==> src/rtl/hilo_pkg.sv <==
// hilo_pkg: shared types for the HI/LO accumulator.
//   acc_op_e  - operation code carried on md_op
//   state_e   - accumulator FSM state
//   is_acc_op - true when an md_op value starts a two-cycle accumulate
package hilo_pkg;

    typedef enum logic [1:0] {
        ACC_WR  = 2'b00,
        ACC_ADD = 2'b01,
        ACC_SUB = 2'b10,
        ACC_RSV = 2'b11
    } acc_op_e;

    typedef enum logic [1:0] {
        IDLE   = 2'b00,
        ACC_LO = 2'b01,
        ACC_HI = 2'b10
    } state_e;

    // With subtract disabled, ACC_SUB falls back to a plain write.
    function automatic logic is_acc_op(input acc_op_e op, input logic sub_en);
        return (op == ACC_ADD) || ((op == ACC_SUB) && sub_en);
    endfunction

endpackage

==> src/rtl/hilo_adder.sv <==
// hilo_adder: DATA_W-bit ripple adder with carry in/out, shared by the
// low-half and high-half accumulate steps.
//   a, b  - addends
//   cin   - carry in
//   sum   - a + b + cin (mod 2^DATA_W)
//   cout  - carry out of the top bit
module hilo_adder #(
    parameter int DATA_W = 32
) (
    input  logic [DATA_W-1:0] a,
    input  logic [DATA_W-1:0] b,
    input  logic              cin,
    output logic [DATA_W-1:0] sum,
    output logic              cout
);

    logic [DATA_W:0] full_sum;

    assign full_sum = {1'b0, a} + {1'b0, b} + {{DATA_W{1'b0}}, cin};
    assign sum      = full_sum[DATA_W-1:0];
    assign cout     = full_sum[DATA_W];

endmodule

==> src/rtl/hilo_acc.sv <==
// hilo_acc: HI/LO register pair with multiply/divide write-back and a
// two-cycle add/subtract accumulate (low half first, then high half with
// the registered carry).
//   clk, rst           - clock, asynchronous active-low reset
//   md_valid/md_op     - result pulse and operation (write/add/sub)
//   md_hi/md_lo        - result halves
//   hi_wr/lo_wr/data_wr- MTHI/MTLO direct writes (lower priority than md_valid)
//   busy               - high while an accumulate is in flight
//   acc_done           - one-cycle pulse, the cycle the accumulated HI is visible
//   hi/lo              - committed registers
module hilo_acc
    import hilo_pkg::*;
#(
    parameter int DATA_W = 32,
    parameter int SUB_EN = 1
) (
    input  logic              clk,
    input  logic              rst,
    input  logic              md_valid,
    input  logic [1:0]        md_op,
    input  logic [DATA_W-1:0] md_hi,
    input  logic [DATA_W-1:0] md_lo,
    input  logic              hi_wr,
    input  logic              lo_wr,
    input  logic [DATA_W-1:0] data_wr,
    output logic              busy,
    output logic              acc_done,
    output logic [DATA_W-1:0] hi,
    output logic [DATA_W-1:0] lo
);

    localparam logic SUB_OK = (SUB_EN != 0);

    state_e            state_reg, state_next;
    logic [DATA_W-1:0] hi_reg, hi_next;
    logic [DATA_W-1:0] lo_reg, lo_next;
    logic [DATA_W-1:0] op_hi_reg, op_hi_next;
    logic [DATA_W-1:0] op_lo_reg, op_lo_next;
    logic              cin_reg, cin_next;
    logic              carry_reg, carry_next;
    logic              acc_done_reg, acc_done_next;

    acc_op_e           op_in;
    logic [DATA_W-1:0] add_a, add_b, add_sum;
    logic              add_cin, add_cout;

    assign op_in = acc_op_e'(md_op);

    // The single adder is steered by state: LO step uses the captured
    // carry-in, HI step uses the carry produced by the LO step.
    assign add_a   = (state_reg == ACC_HI) ? hi_reg    : lo_reg;
    assign add_b   = (state_reg == ACC_HI) ? op_hi_reg : op_lo_reg;
    assign add_cin = (state_reg == ACC_HI) ? carry_reg : cin_reg;

    hilo_adder #(.DATA_W(DATA_W)) u_adder (
        .a    (add_a),
        .b    (add_b),
        .cin  (add_cin),
        .sum  (add_sum),
        .cout (add_cout)
    );

    always_comb begin
        state_next    = state_reg;
        hi_next       = hi_reg;
        lo_next       = lo_reg;
        op_hi_next    = op_hi_reg;
        op_lo_next    = op_lo_reg;
        cin_next      = cin_reg;
        carry_next    = carry_reg;
        acc_done_next = 1'b0;

        case (state_reg)
            IDLE: begin
                if (md_valid) begin
                    if (is_acc_op(op_in, SUB_OK)) begin
                        // Subtract is add of the one's complement plus one.
                        if (op_in == ACC_SUB) begin
                            op_hi_next = ~md_hi;
                            op_lo_next = ~md_lo;
                            cin_next   = 1'b1;
                        end else begin
                            op_hi_next = md_hi;
                            op_lo_next = md_lo;
                            cin_next   = 1'b0;
                        end
                        state_next = ACC_LO;
                    end else begin
                        hi_next = md_hi;
                        lo_next = md_lo;
                    end
                end else begin
                    if (hi_wr) hi_next = data_wr;
                    if (lo_wr) lo_next = data_wr;
                end
            end
            ACC_LO: begin
                lo_next    = add_sum;
                carry_next = add_cout;
                state_next = ACC_HI;
            end
            ACC_HI: begin
                hi_next       = add_sum;
                acc_done_next = 1'b1;
                state_next    = IDLE;
            end
            default: state_next = IDLE;
        endcase
    end

    always_ff @(posedge clk or negedge rst) begin
        if (!rst) begin
            state_reg    <= IDLE;
            hi_reg       <= '0;
            lo_reg       <= '0;
            op_hi_reg    <= '0;
            op_lo_reg    <= '0;
            cin_reg      <= 1'b0;
            carry_reg    <= 1'b0;
            acc_done_reg <= 1'b0;
        end else begin
            state_reg    <= state_next;
            hi_reg       <= hi_next;
            lo_reg       <= lo_next;
            op_hi_reg    <= op_hi_next;
            op_lo_reg    <= op_lo_next;
            cin_reg      <= cin_next;
            carry_reg    <= carry_next;
            acc_done_reg <= acc_done_next;
        end
    end

    assign busy     = (state_reg != IDLE);
    assign acc_done = acc_done_reg;
    assign hi       = hi_reg;
    assign lo       = lo_reg;

endmodule

==> config.mk <==
export PLATFORM = sky130hd
export DESIGN_NAME = hilo_acc
export DESIGN_NICKNAME = d
export VERILOG_FILES = /design/src/rtl/hilo_pkg.sv /design/src/rtl/hilo_adder.sv /design/src/rtl/hilo_acc.sv
export SDC_FILE = /design/constraint.sdc
export NUM_CORES = 1
export LEC_CHECK = 0
export BUFFER_PORTS_ARGS = -buffer_cell sky130_fd_sc_hd__buf_2
export CAP_MARGIN = 20
export CORE_AREA = 3 3 170 172
export CTS_CLUSTER_SIZE = 40
export DETAILED_ROUTE_END_ITERATION = 16
export DIE_AREA = 0 0 173 175
export GPL_TIMING_DRIVEN = 0
export SKIP_CTS_REPAIR_TIMING = 1
export SLEW_MARGIN = 20
export SYNTH_ARGS = -nofsm -noshare
export SYNTH_HDL_FRONTEND = slang
export SYNTH_SLANG_ARGS = --single-unit
==> constraint.sdc <==
create_clock -name clk -period 4.1 [get_ports clk]
set_clock_uncertainty 0.15 [all_clocks]
set_input_delay 1.23 -clock clk [delete_from_list [all_inputs] [get_ports clk]]
set_output_delay 1.23 -clock clk [all_outputs]
set_load 0.02 [all_outputs]
==> After elaboration in Yosys (flattened, before gate mapping) <==
Cells that the tools add are included.
{ "classes": {"eq_ne": 9, "n_bitwise": 2, "n_reduce_logical": 9, "n_addsub": 2, "mux": 18} }
{ "op_table": {"columns": ["operator", "count"], "rows": [
  ["32-bit 2-to-1 mux", 10],
  ["32-bit one-hot mux with 2 select lines", 2],
  ["32-bit inverter", 2],
  ["32-bit by 32-bit adder with 33-bit output", 1],
  ["33-bit by 1-bit adder with 33-bit output", 1],
  ["3-bit != test (second input constant)", 3],
  ["3-bit AND reduction", 3],
  ["2-bit nonzero test", 3],
  ["2-bit by 1-bit equality test with 1-bit output (second input constant)", 2],
  ["2-bit equality test (second input constant)", 2],
  ["2-bit 2-to-1 mux", 2],
  ["2-bit != test (second input constant)", 2],
  ["2-bit one-hot mux with 2 select lines", 1],
  ["1-bit 2-to-1 mux", 3],
  ["2-bit zero test", 1],
  ["2-bit AND reduction", 1],
  ["1-bit logical OR", 1]
]} }
{ "totals": {"reg_bits": 133, "wordCells": 48, "output_inout_bits": 66} }

==> Depth between registers and ports, before layout <==
{ "logic_depth": {"word_depth": 5, "depth_mapped": 16} }

==> Modules after synthesis <==
From an unflattened synthesis, not the netlist that was laid out.
{ "unflattened": {"cells_unflattened": 884, "area_unflattened_um2": 9481.6} }
{ "modules_own_cells": {"columns": ["module", "cells_per_inst", "seq_area_each_um2", "instances", "area_per_inst_um2"], "rows": [
  ["hilo_acc", 647, 3328.2, 1, 7767.4],
  ["hilo_adder", 237, 0.0, 1, 1714.1]
]} }

==> Worst setup path after synthesis <==
Ideal clock, no wire load.
{ "synth_timing": {"path_type": "register -> register", "from": "register state_reg[0]", "to": "register hi_reg[28], in the netlist hi[28]", "arrival_time_ps": 3410, "setup_slack_ps": 399, "path_stages_with_launch": 15, "cell_sequence": "dfrtp_1 nand2b_1 clkbuf_1 buf_1 mux2i_1 fa_1 inv_1 fa_1 a21o_1 a21oi_2 o221ai_2 a31o_4 a41oi_2 mux2i_1 o221ai_1"} }
{ "synth_via": {"elab_chain_cells": 5, "word_cells_on_any_way": 12} }
{ "synth_rtl": {"columns": ["element", "line_no", "rtl"], "rows": [
  ["start: declaration", "hilo_acc.sv:34", "state_e state_reg, state_next;"],
  ["start signal: assignment", "hilo_acc.sv:122", "state_reg <= state_next;"],
  ["2-bit equality test", null, null],
  ["32-bit 2-to-1 mux (on tied branches)", "hilo_acc.sv:51, hilo_acc.sv:52", null],
  ["32-bit by 32-bit adder with 33-bit output", "hilo_adder.sv:19", "assign full_sum = {1'b0, a} + {1'b0, b} + {{DATA_W{1'b0}}, cin};"],
  ["33-bit by 1-bit adder with 33-bit output", "hilo_adder.sv:19", null],
  ["32-bit one-hot mux with 2 select lines", "hilo_acc.sv:73", "case (state_reg)"],
  ["end signal: assignment", "hilo_acc.sv:123", "hi_reg <= hi_next;"],
  ["end: declaration", "hilo_acc.sv:35", "logic [DATA_W-1:0] hi_reg, hi_next;"]
]} }
Parallel ways exist; a longest one is shown, timed or not.
A chain may end at the register's enable or synchronous reset.

==> Final worst setup path <==
Ends and elaborated chain as after synthesis.

==> flow_summary.yaml <==
hold_path:
  min_from: "lo[4]$_DFFE_PN0P_"
  min_path_cells: 2
  holdCritPathClass: "reg -> reg"
  holdPathEnd: "lo[4]$_DFFE_PN0P_"
critical_path:
  worstPathRequired_ps: 4220
  reg2reg_depth: 13
  crit_path_max_incr_delay_ps: 470
  path_cells: "nand2b_2 -> buf_6 -> clkbuf_1 -> nand2_1 -> nand2_1 -> fa_1 -> a21o_1 -> a21oi_2 -> o221ai_2 -> a31o_4 -> a41oi_2 -> mux2i_1 -> o221ai_1"
  criticalPathCategory: "reg -> reg"
  rrSetupSlack_ps: 150
  start_kind: "flip-flop"
  r2r-start: "state_reg[0]$_DFFE_PN0P_"
  reg2reg_to: "hi[28]$_DFFE_PN0P_"
  cp_max_fo: 10
  crit_arrival_ps: 4070
  worstSetupEndpointType: "flip-flop"
  cpMaxStageDelayCell: "fa_1"
  crit_path_frequent_cell: "nand2_1"
clocking:
  cts_tree: "yes"
  clock-root-buffer: "clkbuf_16"
  clock_path_buffers: 2
  cts_made_buffers: 17
  clkTransAtPathRegs_ps: 60
  cts.sinks: 133
  htree_levels: 4
  worst_skew_pair.late_latency_ps: 440
place:
  gp_congestion: 0.939
  dp_hpwl_mm: 27.7
  dpl.cell_count: 1760
  place_area_mm2: 0.0106
  io_buffers: 168
floorplan:
  dieArea_mm2: 0.0303
  die_w_um: 173
  io_pins: 169
  initial_core_util_pct: 33.6
  core_mm2: 0.0276
  fp-row-count: 61
  die_y_um: 175
status:
  outcome: "finished clean"
sta:
  period_minus_slack_ps: 3950
  maxSlewViolCount: 0
  relSlewSlack_pct: 28.0
  whs_ps: 364
  tightest_slew_ps: 1080
  hold_violations: 0
  finalCritPeriodShare_pct: 96.3
  setup_viol: 0
  fin_tns_setup_ps: 0
  fmax_mhz: 253
yosys:
  synth_most_common_cell: "nand2_1"
  yosys-top-cells-area: "dfrtp_1, nand2_1, a21oi_1"
  synth_top_cell_area_share_pct: 35.8
  syn_avg_cell_area_um2: 7.66
  synth_top_cell_by_area: "dfrtp_1"
  synth_seq_cells: 133
  synth_top_cells_by_count: "nand2_1, a21oi_1, dfrtp_1, nor2_1, xnor2_1"
  syn-instance-count: 1213
  yosysSeqAreaShare_pct: 35.8
  synthAdderAreaFrac_pct: 4.74
  ys_warn_count: 0
  synth-compound-area-share_pct: 21.4
  synth-edff-count: 0
  synthMuxAreaShare_pct: 2.49
  synthDistinctLibCells: 62
  async_reset_ff_share_pct: 100
  synth-xor-area-share_pct: 8.01
  syn_nets: 1350
  mappedNetlistArea_mm2: 0.00929
  synthSimpleGateAreaFrac_pct: 23.1
  synth_top_family_by_area: "simple AND/OR/NAND/NOR gates"
  synthFlopType: "dfrtp_1"
detailed_routing:
  ant_nets: 0
  drc: 0
  drtPass1Iterations: 5
  drt_iter0_markers: 908
  wl_per_cell_um: 21.2
  viasPerCell: 5.45
  routed-via-count: 9759
  wl_mm: 38.0
finish:
  fin_area_mm2: 0.0114
  syn_to_final_growth_pct: 22.6
  drive_above_1_share_pct: 19.9
  antenna_cells: 0
  final_util_pct: 41.2
  final_nets: 1538
  fin_cells: 1792
global_routing:
  first_global_vias: 9674
  grt_max_degree: 89
  grt_antenna_before_repair: 0
  track_usage_pct: 24.7
  grt_pass1_wl_mm: 57.2
  gr-total-overflow: 0
power_and_ir_drop:
  p_sw_share_pct: 47.7
  p_switching_w: 0.00422
  powerDensity_mw_per_mm2: 778
  peakVddDrop_mv: 0.323
  clockPowerShare_pct: 20.4
  pwr-share-seq_pct: 24.6
  pwr-share-comb_pct: 55.0
  leakage_nw: 5.22
  p_int_w: 0.00464
flow_run:
  maxCapViolations: 0
[layer usage]
metal  wire [µm]  vias to the layer above  global-route usage [%]  part of all wire [%]
met5           0                        -                       0                     0
met4        1500                        0                    11.0                   4.0
met3        3080                       89                    5.82                   8.1
met2       17200                      463                    38.9                    45
met1       16200                     4676                    32.4                    43
li1            -                     4531                       -                     -
[stage by stage]
step                      setup WS [ps]  power (W)
after detailed placement           -640    0.00692
after global routing              -5.87    0.00942
after global placement             -629    0.00687
final                               154    0.00886
after floorplan                     399    0.00543
after CTS                          -717    0.00875
[worst max-delay path by stage]
stage                                        start            endpoint  slack, ps  cells after the start
after global routing      state_reg[0]$_DFFE_PN0P_  hi[23]$_DFFE_PN0P_         -6                     15
after floorplan           state_reg[0]$_DFFE_PN0P_  hi[28]$_DFFE_PN0P_        400                     14
after detailed placement  state_reg[0]$_DFFE_PN0P_  hi[18]$_DFFE_PN0P_       -640                     14
final                     state_reg[0]$_DFFE_PN0P_  hi[28]$_DFFE_PN0P_        150                     13
after CTS                 state_reg[0]$_DFFE_PN0P_  hi[18]$_DFFE_PN0P_       -720                     14
after global placement    state_reg[0]$_DFFE_PN0P_  hi[18]$_DFFE_PN0P_       -630                     14
[layout make-up]
class	count	area (µm²)
Buffer	82	403
Clock buffer	20	447
Clock inverter	12	225
Fill cell	3008	16200
Inverter	13	48.8
Multi-Input combinational cell	985	5590
Sequential cell	133	3330
Tap cell	378	473
Timing Repair Buffer	169	878
[cells by family (layout without fill, tap and decap cells)]
| logic type | after synthesis | count (layout) |
|---|---|---|
| AND/OR/NAND/NOR | 507 | 507 |
| buffers and inverters | 95 | 296 |
| multiplexers | 23 | 23 |
| adder cells (fa/ha/maj) | 34 | 34 |
| XOR/XNOR | 85 | 85 |
| AO/OA/AOI/OAI | 336 | 336 |
| flip-flops | 133 | 133 |
[placed cells by master (no fill, tap or decap), drive strengths merged, types with 27 or more instances in the layout]
master,n
buf,224
nor2b,27
nor2,123
o21ai,68
clkbuf,47
xnor2,72
a21oi,199
dfrtp,133
nand2,278
ha,32
nor3,39
[critical path: cells and delay by family, from the launching register on]
family | cells | cell delay [ps]
AOI/OAI and AO/OA | 6 | 1350
adders and majority gates | 1 | 470
buffers and inverters | 2 | 590
DFF | 1 | 430
muxes | 1 | 250
and+or+nand+nor | 3 | 540
[power by group through the flow]
| stage | combinational, W | clock (W) | sequential [W] |
|---|---|---|---|
| floorplan | 0.00302 | 0 | 0.00241 |
| global placement | 0.00469 | 0 | 0.00218 |
| detailed placement | 0.00473 | 0 | 0.00218 |
| CTS | 0.00477 | 0.00181 | 0.00217 |
| global route | 0.00532 | 0.00187 | 0.00223 |
| finish | 0.00487 | 0.00181 | 0.00218 |
(Power assumes the default switching activity.)
